==> src/rtl/run_len_detect.sv <==
// Serial run-length detector: counts consecutive bits of a chosen polarity, gated by i_en.
// Latency: 1 clock from sample to every output (o_sat follows the registered count/mode).
// Backpressure: none; i_en low freezes all state and suppresses the pulses.
module run_len_detect #(
  parameter int WIDTH  = 3,
  parameter int ULIMIT = 5,
  parameter int THRESH = 3
) (
  input  logic             clk,
  input  logic             i_sclr_n,
  input  logic             i_en,
  input  logic             i_dat,
  input  logic             i_pol,
  input  logic             i_mode,
  output logic [WIDTH-1:0] o_cnt,
  output logic             o_hit,
  output logic             o_sat,
  output logic             o_wrap,
  output logic             o_done,
  output logic [WIDTH-1:0] o_run_len,
  output logic [WIDTH-1:0] o_max
);

  localparam logic [WIDTH-1:0] ULIM = WIDTH'(ULIMIT);
  localparam logic [WIDTH-1:0] THR  = WIDTH'(THRESH);
  localparam bit               HIT_ON = (THRESH != 0);

  logic             match;
  logic             at_lim;
  logic [WIDTH-1:0] cnt_nxt;
  logic             wrap_nxt;
  logic             hit_nxt;
  logic             run_end;
  logic             mode_q;

  // Next count: increment on match, saturate or wrap at the terminal count, clear on mismatch
  always_comb begin
    match    = (i_dat == i_pol);
    at_lim   = (o_cnt == ULIM);
    cnt_nxt  = '0;
    wrap_nxt = 1'b0;
    if (match) begin
      if (!at_lim) begin
        cnt_nxt = o_cnt + WIDTH'(1);
      end else if (i_mode) begin
        cnt_nxt  = '0;
        wrap_nxt = 1'b1;
      end else begin
        cnt_nxt = o_cnt;
      end
    end
    // hit only on the transition into THRESH, so a count saturated at THRESH fires once
    hit_nxt = HIT_ON && (cnt_nxt == THR) && (o_cnt != THR);
    // a run ends only when a mismatch breaks a non-empty count
    run_end = !match && (o_cnt != '0);
  end

  // Registered state: count, pulses, captured run length, longest run and sampled mode
  always_ff @(posedge clk) begin
    if (!i_sclr_n) begin
      o_cnt     <= '0;
      o_hit     <= 1'b0;
      o_wrap    <= 1'b0;
      o_done    <= 1'b0;
      o_run_len <= '0;
      o_max     <= '0;
      mode_q    <= 1'b0;
    end else if (!i_en) begin
      o_hit  <= 1'b0;
      o_wrap <= 1'b0;
      o_done <= 1'b0;
    end else begin
      o_cnt  <= cnt_nxt;
      o_hit  <= hit_nxt;
      o_wrap <= wrap_nxt;
      o_done <= run_end;
      mode_q <= i_mode;
      if (run_end) begin
        o_run_len <= o_cnt;
        if (o_cnt > o_max) begin
          o_max <= o_cnt;
        end
      end
    end
  end

  // Saturation level comes from the registered count and the mode in force when it was taken
  always_comb begin
    o_sat = (o_cnt == ULIM) && !mode_q;
  end

endmodule

==> config.mk <==
export PLATFORM = sky130hd
export DESIGN_NAME = run_len_detect
export DESIGN_NICKNAME = d
export VERILOG_FILES = /design/src/rtl/run_len_detect.sv
export SDC_FILE = /design/constraint.sdc
export NUM_CORES = 1
export LEC_CHECK = 0
export CAP_MARGIN = 20
export CORE_MARGIN = 3
export CORE_UTILIZATION = 40
export DETAILED_ROUTE_END_ITERATION = 10
export GPL_TIMING_DRIVEN = 0
export PLACE_DENSITY = 0.67
export SETUP_SLACK_MARGIN = 0.4
export SLEW_MARGIN = 20
export SYNTH_ARGS = -nofsm -noshare
export SYNTH_HDL_FRONTEND = slang
export SYNTH_SLANG_ARGS = --single-unit
export TNS_END_PERCENT = 50
==> constraint.sdc <==
create_clock -name clk -period 1.8 [get_ports clk]
set_clock_uncertainty 0.05 [all_clocks]
set_input_delay 0.27 -clock clk [delete_from_list [all_inputs] [get_ports clk]]
set_output_delay 0.27 -clock clk [all_outputs]
set_load 0.1 [all_outputs]
==> results by group <==
Route
  – DRT iter0 DRCs: 9
  – Vias post-DR: 599
  – Routed WL: 1550 µm
  – Avg WL per Cell: 13.4 µm
  – Via density: 5.16
  – DRC violation count after routing: 0
  – Antenna Nets Post-Route: 0
  – DRT Pass-1 Iters: 4

Synth
  – Post-synth top cells: dfxtp_1 (13), nand2_1 (8), nor2_1 (8)
  – Count leader, synth: dfxtp_1
  – Synth Instances: 71
  – Post-synth top area cell: dfxtp_1
  – Number of synthesized flops with an enable pin: 0
  – Mean post-synth cell area: 9.43 µm²
  – Dominant cells by area after synthesis: dfxtp_1 (39%), ha_1 (13%), mux2i_1 (9.0%), nand2_1 (4.5%), nor2_1 (4.5%)
  – #FFs+latches synth: 13
  – Synth unique cells: 26
  – Post-Synthesis Net Count: 84
  – Ys Warns: 0
  – Post-Syn Area: 669 µm²
  – Post-synth ARST share: 0
  – Primary FF master, synth: dfxtp_1
  – Sequential area share after synthesis: 0.389
  – Share of the synthesized area in the top cell type: 0.389

Clock tree
  – H-tree levels: 1
  – CTS Sinks: 13
  – Clk root buf: clkbuf_4
  – CTS Buf Count: 3
  – CTS Hold Bufs: 0
  – Clock Tree Buf Depth: 2
  – CTS tree: yes
  – Worst-path clk slew: 0.08 ns
  – Clock Latency Late Sink: 0.28 ns

STA
  – Unrepaired setup endpoints after global routing: true
  – Final setup fails: 0
  – Final hold vios: 0
  – Max-slew violations: 0
  – Fin worst setup slack: 0.291 ns
  – Max frequency: 663 MHz
  – Shortest period the worst path allows: 1.51 ns
  – TNS Setup: 0 ns
  – Hold Worst Slack: 0.294 ns
  – Final period util: 0.838
  – Max_slew headroom: 0.640
  – Tightest Pin Transition: 0.542 ns

Run
  – Max-Cap Viols: 0

Cells and area
  – Finished Cell Area: 0.00102 mm²
  – FILL cells: 128
  – Final-stage net count: 114
  – Layout cells sized above 1: 0.480
  – Share of the core filled with cells: 0.662
  – Ant diodes: 0
  – Synth-to-Final Area Change: 52.5%
  – Multi-input gate area: 462 µm²
  – Storage cell area: 283 µm²

Pwr
  – Combinational share of power: 0.199
  – Peak supply drop: 522 µV
  – Switching pwr: 0.171 mW
  – Power density over cell area: 576 mW/mm²
  – LEAKAGE: 0.445 nW
  – Net Sw Frac: 0.290
  – P_int: 0.418 mW
  – Clock power share: 0.305
  – Reg power frac: 0.496

Min path
  – Critical hold path startpoint: i_en
  – Worst min path class: in2reg

GRT
  – Vias in the first global route: 567
  – Initial antenna violation count: 0
  – Gr usage total: 0.162
  – Total gr overflow: 0
  – First-pass GRT wire length: 2410 µm
  – Pin count of the biggest net entering global routing: 11

Setup path
  – Crit start category: flop
  – Critical Path RT: 1.48 ns
  – Setup crit end kind: primary output
  – Worst-path maximum fanout: 6
  – Crit path kind: reg2out
  – CP startpoint: o_cnt[1]$_SDFFE_PN0P_
  – Reg2reg start: o_max[1]$_SDFFE_PN0P_
  – Crit path DAT: 1.19 ns

Placement
  – Placed Area: 913 µm²
  – Final GP Congestion: 0.746
  – # port buffers: 16
  – Pre-CTS setup slack: -0.391 ns
  – DP Wirelength: 1020 µm

Floorplanning
  – Core area: 0.00154 mm²
  – Chip height: 46.9 µm
  – Die X: 46.9 µm
  – Starting Density: 0.434
  – Rows: 14
  – Top Ports: 19
  – Die footprint: 0.00220 mm²

Outcome
  – Status: finished, final reports clean
==> state kept, by name, summed over array words and instances (netlist names) <==
| signal | count |
|---|---|
| mode_q | 1 |
| o_done | 1 |
| o_max | 3 |
| o_wrap | 1 |
| o_run_len | 3 |
| o_cnt | 3 |
| o_hit | 1 |
==> area by class of cell <==
class	instances	share of cell area
plain buffers	2	0.00858
clock buffers	4	0.0257
well taps	16	0.0196
flip-flops and latches	13	0.277
multi-input cells	49	0.452
inverters	7	0.0282
repair buffers	25	0.189
==> cell families (layout without fill, tap and decap cells) <==
group,after synthesis,count (layout),synth area share
AOI/OAI and AO/OA,9,9,0.112
xor gates and xnor gates,1,1,0.0243
adders and majority gates,7,7,0.131
buffers and inverters,9,38,0.0523
DFF,13,13,0.389
muxes,6,6,0.0897
and+or+nand+nor,26,26,0.202
==> routing by layer <==
metal,global-route usage,vias up,wire [µm]
met1,0.206,277,692
met3,0.0460,5,78
met5,0,-,0
met4,0.0994,0,44
met2,0.241,15,734
li1,-,302,-
==> placed cells by master (no fill, tap or decap), types with 2 or more instances in the layout <==
cell	instances
nand3_1	3
buf_2	10
ha_4	4
clkdlybuf4s15_2	2
dfxtp_4	6
inv_2	2
nand2_1	7
clkbuf_4	3
ha_1	3
nor2_1	7
dfxtp_1	7
clkbuf_1	2
mux2i_1	6
clkdlybuf4s50_1	3
buf_4	10
inv_1	4
==> stage by stage <==
stage	total power, mW	std cells
3_5_place_dp	0.395	103
6_report	0.589	116
3_3_place_gp	0.394	103
4_1_cts	0.585	112
5_1_grt	0.620	116
2_1_floorplan	0.369	71
==> power groups by stage <==
stage          clock network (mW)  logic, mW  registers (mW)
2_1_floorplan                   0     0.0458           0.324
3_3_place_gp                    0     0.0946           0.300
3_5_place_dp                    0     0.0952           0.300
4_1_cts                     0.187      0.106           0.292
5_1_grt                     0.201      0.126           0.293
6_report                    0.180      0.117           0.292
==> critical path, stage by stage (launching register included) <==
cell	delay (ns)
dfxtp_4	0.38
inv_4	0.07
ha_4	0.13
nand2_4	0.06
nor2_4	0.10
buf_12	0.18
==> repair_timing <==
action,4_1_cts,5_1_grt
setup buffers,5,4
setup endpoints to repair,16,17
resized for setup,63,10
pin swaps,5,3
==> final timing paths <==
kind | end | slack, ns | depth (start not counted)
worst max-delay path | o_sat | 0.29 | 5
worst min-delay path | o_done$_SDFF_PN0_ | 0.29 | 3
worst max register to register | o_max[0]$_SDFFE_PN0P_ | 0.31 | 6
worst min register to register | o_run_len[2]$_SDFFE_PN0P_ | 0.40 | 2
Power figures use the tool's default switching activity.
